===== src/rtl/demod_integrate_pack.sv =====
// Integrate-and-dump bit slicer for the demodulator: sums SAMPLES_PER_BIT samples,
// thresholds against the amplitude captured on the first sample, and packs bits LSB-first.
module demod_integrate_pack #(
  parameter int unsigned SAMPLES_PER_BIT = 8,
  parameter int unsigned BITS_PER_WORD   = 32,
  parameter int unsigned ACC_W           = 35
) (
  input  logic        clk,
  input  logic        reset,
  input  logic        in_valid,
  output logic        in_ready,
  input  logic [31:0] demodulated_in,
  input  logic [31:0] a_in,
  input  logic        sync_clear,
  output logic [31:0] word_out,
  output logic        word_valid,
  input  logic        word_ready,
  output logic        overrun
);

  localparam int unsigned SampCntW = (SAMPLES_PER_BIT > 1) ? $clog2(SAMPLES_PER_BIT) : 1;
  localparam int unsigned BitCntW  = (BITS_PER_WORD > 1) ? $clog2(BITS_PER_WORD) : 1;
  localparam logic [SampCntW-1:0] SampLast = SampCntW'(SAMPLES_PER_BIT - 1);
  localparam logic [BitCntW-1:0]  BitLast  = BitCntW'(BITS_PER_WORD - 1);

  typedef enum logic [0:0] {StAccum, StWait} state_e;

  state_e              state_q, state_d;
  logic                run_q;
  logic [ACC_W-1:0]    acc_q, acc_d;
  logic [ACC_W-1:0]    thr_q, thr_d;
  logic [SampCntW-1:0] samp_cnt_q, samp_cnt_d;
  logic [BitCntW-1:0]  bit_cnt_q, bit_cnt_d;
  logic [31:0]         shift_q, shift_d;
  logic [31:0]         pend_q, pend_d;
  logic [31:0]         word_q, word_d;
  logic                word_valid_q, word_valid_d;
  logic                overrun_q, overrun_d;

  logic [ACC_W-1:0] din_ext;
  logic [ACC_W-1:0] a_ext;
  logic [ACC_W-1:0] sum;
  logic             bit_dec;
  logic [31:0]      shift_ins;
  logic             accept;
  logic             drain;
  logic             flush;
  logic             last_sample;
  logic             last_bit;
  logic             word_done;

  assign din_ext     = {{(ACC_W - 32){demodulated_in[31]}}, demodulated_in};
  assign a_ext       = {{(ACC_W - 32){a_in[31]}}, a_in};
  assign sum         = acc_q + din_ext;
  assign bit_dec     = $signed(sum) > $signed(thr_q);
  assign shift_ins   = shift_q | (32'(bit_dec) << bit_cnt_q);
  assign accept      = in_valid & in_ready;
  assign drain       = word_valid_q & word_ready;
  // sync_clear is ignored while waiting for the pending word to drain.
  assign flush       = sync_clear & (state_q == StAccum);
  assign last_sample = (samp_cnt_q == SampLast);
  assign last_bit    = (bit_cnt_q == BitLast);
  assign word_done   = accept & ~sync_clear & last_sample & last_bit;

  // State register
  always_ff @(posedge clk or negedge reset) begin
    if (!reset) begin
      state_q <= StAccum;
    end else begin
      state_q <= state_d;
    end
  end

  // Next-state logic
  always_comb begin
    state_d = state_q;
    unique case (state_q)
      StAccum: if (word_done && word_valid_q && !drain) state_d = StWait;
      StWait:  if (drain) state_d = StAccum;
      default: state_d = StAccum;
    endcase
  end

  // Output logic; run_q keeps in_ready low until the first edge after reset release.
  always_comb begin
    in_ready = run_q && (state_q == StAccum);
  end

  // Datapath next-state
  always_comb begin
    acc_d        = acc_q;
    thr_d        = thr_q;
    samp_cnt_d   = samp_cnt_q;
    bit_cnt_d    = bit_cnt_q;
    shift_d      = shift_q;
    pend_d       = pend_q;
    word_d       = word_q;
    word_valid_d = word_valid_q;
    overrun_d    = overrun_q;

    if (flush) begin
      acc_d      = '0;
      samp_cnt_d = '0;
      bit_cnt_d  = '0;
      shift_d    = '0;
    end else if (accept) begin
      if (samp_cnt_q == '0) begin
        acc_d = din_ext;
        thr_d = a_ext;
      end else begin
        acc_d = sum;
      end
      if (last_sample) begin
        samp_cnt_d = '0;
        if (last_bit) begin
          bit_cnt_d = '0;
          shift_d   = '0;
        end else begin
          bit_cnt_d = bit_cnt_q + 1'b1;
          shift_d   = shift_ins;
        end
      end else begin
        samp_cnt_d = samp_cnt_q + 1'b1;
      end
    end

    if (word_done && (!word_valid_q || drain)) begin
      word_d       = shift_ins;
      word_valid_d = 1'b1;
    end else if (word_done) begin
      pend_d = shift_ins;
      if (state_q == StWait) overrun_d = 1'b1;
    end else if ((state_q == StWait) && drain) begin
      word_d       = pend_q;
      word_valid_d = 1'b1;
    end else if (drain) begin
      word_valid_d = 1'b0;
    end
  end

  always_ff @(posedge clk or negedge reset) begin
    if (!reset) begin
      run_q        <= 1'b0;
      acc_q        <= '0;
      thr_q        <= '0;
      samp_cnt_q   <= '0;
      bit_cnt_q    <= '0;
      shift_q      <= '0;
      pend_q       <= '0;
      word_q       <= '0;
      word_valid_q <= 1'b0;
      overrun_q    <= 1'b0;
    end else begin
      run_q        <= 1'b1;
      acc_q        <= acc_d;
      thr_q        <= thr_d;
      samp_cnt_q   <= samp_cnt_d;
      bit_cnt_q    <= bit_cnt_d;
      shift_q      <= shift_d;
      pend_q       <= pend_d;
      word_q       <= word_d;
      word_valid_q <= word_valid_d;
      overrun_q    <= overrun_d;
    end
  end

  assign word_out   = word_q;
  assign word_valid = word_valid_q;
  assign overrun    = overrun_q;

endmodule


===== config.mk =====
export PLATFORM = sky130hd
export DESIGN_NAME = demod_integrate_pack
export DESIGN_NICKNAME = d
export VERILOG_FILES = /design/src/rtl/demod_integrate_pack.sv
export SDC_FILE = /design/constraint.sdc
export NUM_CORES = 1
export LEC_CHECK = 0
export CAP_MARGIN = 20
export CORE_MARGIN = 2
export CORE_UTILIZATION = 41
export DETAILED_ROUTE_END_ITERATION = 10
export HOLD_SLACK_MARGIN = 0.1
export SYNTH_ARGS = -nofsm -noshare
export SYNTH_HDL_FRONTEND = slang
export SYNTH_SLANG_ARGS = --single-unit

===== constraint.sdc =====
create_clock -name clk -period 14.45 [get_ports clk]
set_input_delay 3.6125 -clock clk [delete_from_list [all_inputs] [get_ports clk]]
set_output_delay 3.6125 -clock clk [all_outputs]
set_load 0.02 [all_outputs]

* Word-level counts from Yosys, hierarchy flattened
Cells that the tools add are included.
Word-level totals: logic and storage cells 73, register bits after elaboration 175
Operators by class: equality and inequality tests 3, multiplexer cells 24, shift-type cells 1, add/sub/neg operators 3, reductions and logical operators 19, $lt $le $gt $ge 1, bitwise gates (word level) 11
Operator list (count):
- 32-bit two-way mux | 7
- 35-bit two-way mux | 3
- 35-bit adder | 1
- 35-bit by 32-bit > comparator with 1-bit output | 1
- 32-bit OR | 1
- 1-bit by 5-bit left shift with 32-bit output | 1
- 5-bit two-way mux | 4
- 3-bit two-way mux | 3
- 2-bit AND reduction | 4
- 1-bit bitwise AND | 6
- 1-bit two-way mux | 6
- 3-bit AND reduction | 2
- 2-bit nonzero test | 3
- 5-bit by 1-bit adder with 5-bit output, second input constant | 1
- 5-bit == test, second input constant | 1
- 1-bit logical AND | 5
- 1-bit inverter | 4
- 3-bit by 1-bit adder with 3-bit output, second input constant | 1
- 3-bit == test, second input constant | 1
- 3-bit logical NOT | 1
- 3-bit nonzero test | 1
- 1-bit logical NOT | 2
- 2-bit by 1-bit inequality test with 1-bit output, second input constant | 1
- 1-bit case mux with 2 select lines | 1
- 1-bit logical OR | 1

* Logic depth before layout (Yosys ltp)
depth after elaboration 10, gate-level depth with buffers 21, depth with buffers taken out 20

* Least setup slack after synthesis
Ideal clock, no wire load.
kind input -> register, from input demodulated_in[0], to register word_q[17], in the netlist word_out[17], setup slack 6173 ps, path buffers 1, data arrival time 8173 ps, data required time 14346 ps, library setup time 104 ps, stages on the path 21, cell sequence ha_1 > fa_1 > a211oi_1 > o211ai_1 > a21oi_1 > nor4_1 > nor4b_1 > o31ai_1 > o41a_2 > xnor2_1 > ha_1 > buf_4 > nand3_2 > or3_4 > nor3_4 > nand2_1 > o21ai_2 > a211oi_4 > mux2i_2 > a21oi_1 > a221oi_1
Between the ends: cells in the longest elaborated chain, start to end 5
RTL lines:
- from (decl) | line 12 | input logic [31:0] demodulated_in,
- 35-bit adder | line 54 | assign sum = acc_q + din_ext;
- 35-bit by 32-bit > comparator with 1-bit output | line 55 | assign bit_dec = $signed(sum) > $signed(thr_q);
- 1-bit by 5-bit left shift with 32-bit output | line 56 | assign shift_ins = shift_q | (32'(bit_dec) << bit_cnt_q);
- 32-bit OR | line 56
- 32-bit two-way mux | line 127 | if (word_done && (!word_valid_q || drain)) begin
- to (signal assigned) | line 161 | word_q <= word_d;
- to (decl) | line 36 | logic [31:0] word_q, word_d;
No other way between the ends. A chain may end at the register's enable or synchronous reset.

* Worst setup path in the final report
from input demodulated_in[0], to register word_q[20], in the netlist word_out[20]
The elaborated chain is that of the path after synthesis.

==> impl_metrics.py <==
metrics = {
    "die": {
        "pin_count": 104,
        "core.rowCount": 57,
        "die_w_um": 160.4,
        "start_util_pct": 41.48,
        "dieArea_sq_um": 25730,
        "die-height_um": 160.4,
        "coreArea_sq_um": 24180,
    },
    "global_routing": {
        "track_usage_pct": 21.26,
        "grt_pass1_wl_um": 43480,
        "grt_max_degree": 106,
        "antenna_found_initial": 0,
        "grt_overflow": 0,
        "grt_pass1_vias": 8116,
    },
    "synthesis": {
        "yosysUniqueCellTypes": 60,
        "yosysSeqAreaShare_pct": 43.67,
        "syn-num-nets": 1249,
        "synth_edf_count": 0,
        "synth_area_per_cell_sq_um": 9.075,
        "async_reset_ff_share_pct": 100.0,
        "syn_area_sq_um": 10030,
        "yosys.area.top_type": "dfrtp_1",
        "synth-seq-cells": 175,
        "synthCells": 1105,
        "synthTopCellsByArea": "dfrtp_1, ha_1, a21oi_1",
        "synth_ff_type": "dfrtp_1",
        "post-synth-top-area-fraction_pct": 43.67,
        "synth_warnings": 0,
    },
    "setup_path": {
        "crit-reg2reg-launch": "acc_q[0]$_DFFE_PN0P_",
        "path_class": "input pin to flip-flop",
        "slowest_delay_ns": 0.53,
        "crit_fanout": 9,
        "rr_worst_depth": 20,
        "crit_family": "compound AO/OA/AOI/OAI gates",
        "critPathSlowestCell": "mux2i_2",
        "crit_arrival_ns": 9.67,
        "path_cells": "clkdlybuf4s50_1 -> ha_1 -> fa_1 -> a211oi_1 -> o211ai_1 -> a21oi_1 -> nor4_1 -> nor4b_1 -> o31ai_1 -> o41a_2 -> xnor2_1 -> ha_1 -> nand3_2 -> or3_4 -> nor3_4 -> nand2_1 -> o21ai_2 -> a211oi_4 -> mux2i_2 -> a21oi_1 -> a221oi_1",
        "cp-start-kind": "input pin",
        "cp.depth": 21,
        "crit_end": "word_out[20]$_DFFE_PN0P_",
        "crit_start": "demodulated_in[0]",
        "end_kind": "flip-flop",
        "ff2ff_setup_slack_ns": 8.37,
        "crit_required_ns": 14.78,
        "path_buf_inv": 1,
        "rr_endpoint": "word_out[20]$_DFFE_PN0P_",
    },
    "placement": {
        "hpwl_um": 18160,
        "place_congestion": 0.8814,
        "port_buffers": 103,
    },
    "drt": {
        "wl_per_cell_um": 17.60,
        "vias": 8404,
        "first_iter_violations": 563,
        "avgViaCountPerCell": 5.529,
        "firstDrtPassIters": 5,
        "drc_errors": 0,
        "ant_nets": 0,
        "routed_wl_um": 26750,
    },
    "timing": {
        "hold_viol_final": 0,
        "maxSlewViolCount": 0,
        "rsz0062_at_grt": "no",
        "finalClockSkew_ns": 0.02334,
        "setup_tns_ns": 0,
        "worst_pin_slew_ns": 1.165,
        "min_period_ns": 9.341,
        "slew-limit-headroom_pct": 22.16,
        "hold_slack_ns": 0.3803,
        "setup_viol_count_final": 0,
        "fmax_mhz": 107.1,
        "min_period_over_period_pct": 64.64,
    },
    "clocking": {
        "cts-root-buf": "clkbuf_16",
        "cts_resized": 0,
        "cts_buffer_depth": 2,
        "tritoncts": "built",
        "ctsHoldBuffers": 0,
        "cts_max_level": 4,
        "postCtsSetupRepairBufs": 0,
        "clk_pin_slew_ns": 0.07,
        "cts_made_buffers": 17,
        "cts_sinks": 175,
        "clk_latency_ns": 0.44,
    },
    "pwr": {
        "p_total_mw": 1.336,
        "p_per_area_nw_per_um2": 111.3,
        "p_leak_nw": 5.489,
        "irDropWorstVdd_uv": 70.73,
    },
    "final_layout": {
        "layout_commonest_cell": "dfrtp_1",
        "nets": 1327,
        "drive_gt1_share_pct": 6.104,
        "layout_common_cells": "dfrtp_1, nor2_1, a21oi_1",
        "num_antenna_cells": 0,
        "syn2layout_area_growth_pct": 19.75,
    },
    "hold_path": {
        "hold_class": "flip-flop to flip-flop",
    },
    "run_status": {
        "outcome": "finished, final reports clean",
    },
    "flow_run": {
        "maxCapViolations": 0,
    },
}
==> area by class of cell <==
class / instances / area [sq um]
Sequential cell: 175 / 4379
Inverter: 47 / 176.4
Tap cell: 324 / 405.4
Timing Repair Buffer: 113 / 1127
Multi-Input combinational cell: 829 / 5305
Clock buffer: 17 / 425.4
Clock inverter: 15 / 190.2
Fill cell: 2245 / 12170
==> cell usage after synthesis, types with 2 or more instances <==
cell,count
a22o_1,8
xor2_1,10
nand2b_1,5
o211ai_1,7
a221oi_1,36
nor3_1,7
nor2b_1,10
nor4b_1,2
nand2_1,105
or3_1,4
a221o_1,2
nand4_1,13
a21o_1,33
xnor2_1,24
clkbuf_1,48
mux2_2,3
and3_1,6
o21ai_0,85
o31ai_1,2
nand3_1,16
a32oi_1,2
o21a_1,6
a21oi_1,139
mux2i_2,8
and2_1,4
inv_1,47
a211o_1,2
a31oi_1,6
nor2_1,145
o21bai_1,5
dfrtp_1,175
ha_1,74
nor3b_1,3
a211oi_1,3
buf_1,3
nor4_1,4
or2_2,3
mux2i_1,28
==> cells by family after synthesis <==
| family | synth area share [%] |
|---|---|
| DFF | 43.67 |
| other | 0.03739 |
| and+or+nand+nor | 14.69 |
| xor gates and xnor gates | 2.969 |
| muxes | 4.230 |
| adders and majority gates | 9.432 |
| buffers and inverters | 3.843 |
| AOI/OAI and AO/OA | 21.14 |
==> worst min path at each step <==
stage | slack [ns] | from | end | depth (start not counted)
after global routing | 0.40 | overrun$_DFFE_PN0P_ | overrun$_DFFE_PN0P_ | 0
after global placement | 0.36 | overrun$_DFFE_PN0P_ | overrun$_DFFE_PN0P_ | 0
final | 0.38 | overrun$_DFFE_PN0P_ | overrun$_DFFE_PN0P_ | 0
after CTS | 0.39 | overrun$_DFFE_PN0P_ | overrun$_DFFE_PN0P_ | 0
after floorplan | 0.45 | acc_q[0]$_DFFE_PN0P_ | acc_q[0]$_DFFE_PN0P_ | 2
after detailed placement | 0.37 | overrun$_DFFE_PN0P_ | overrun$_DFFE_PN0P_ | 0
==> flip-flops by register name, summed over array words and instances, names as in the netlist <==
| register | flops |
|---|---|
| overrun | 1 |
| state_q | 1 |
| word_out | 32 |
| shift_q | 32 |
| pend_q | 32 |
| acc_q | 35 |
| word_valid | 1 |
| samp_cnt_q | 3 |
| thr_q | 32 |
| run_q | 1 |
| bit_cnt_q | 5 |
==> power breakdown <==
group          total [mW]  switching [mW]  internal (mW)  leakage (nW)
sequential          0.535          0.0143          0.521          2.37
clock               0.481           0.231          0.250         0.300
combinational       0.320           0.189          0.131          2.82
total                1.34           0.434          0.902          5.49
==> through the flow <==
stage / utilization [%] / setup WS, ns / std cells / area (sq um)
2_1_floorplan: - / 6.173 / 1105 / 10030
3_3_place_gp: 47.01 / 5.038 / 1487 / 11370
3_5_place_dp: 47.01 / 4.868 / 1487 / 11370
4_1_cts: 49.56 / 5.250 / 1519 / 11980
5_1_grt: 49.67 / 4.801 / 1520 / 12010
6_report: 49.67 / 5.109 / 1520 / 12010
==> routing by layer <==
layer  share of wire, %  GRT usage [%]
met5                  0              0
met3                4.8          3.151
met4                1.1          5.528
met2                 46          33.48
met1                 48          30.79
==> worst reg2reg max path, stage by stage (launching register included) <==
cell and delay, ns:
dfrtp_1 0.39, ha_1 0.21, fa_1 0.43, a211oi_1 0.28
o211ai_1 0.18, a21oi_1 0.29, nor4_1 0.13, nor4b_1 0.52
o31ai_1 0.19, o41a_2 0.45, xnor2_1 0.15, ha_1 0.45
nand3_2 0.13, or3_4 0.42, nor3_4 0.25, nand2_1 0.10
o21ai_2 0.20, a211oi_4 0.13, mux2i_2 0.53, a21oi_1 0.19
a221oi_1 0.35
Note: power is estimated with default switching activity, not from simulation.
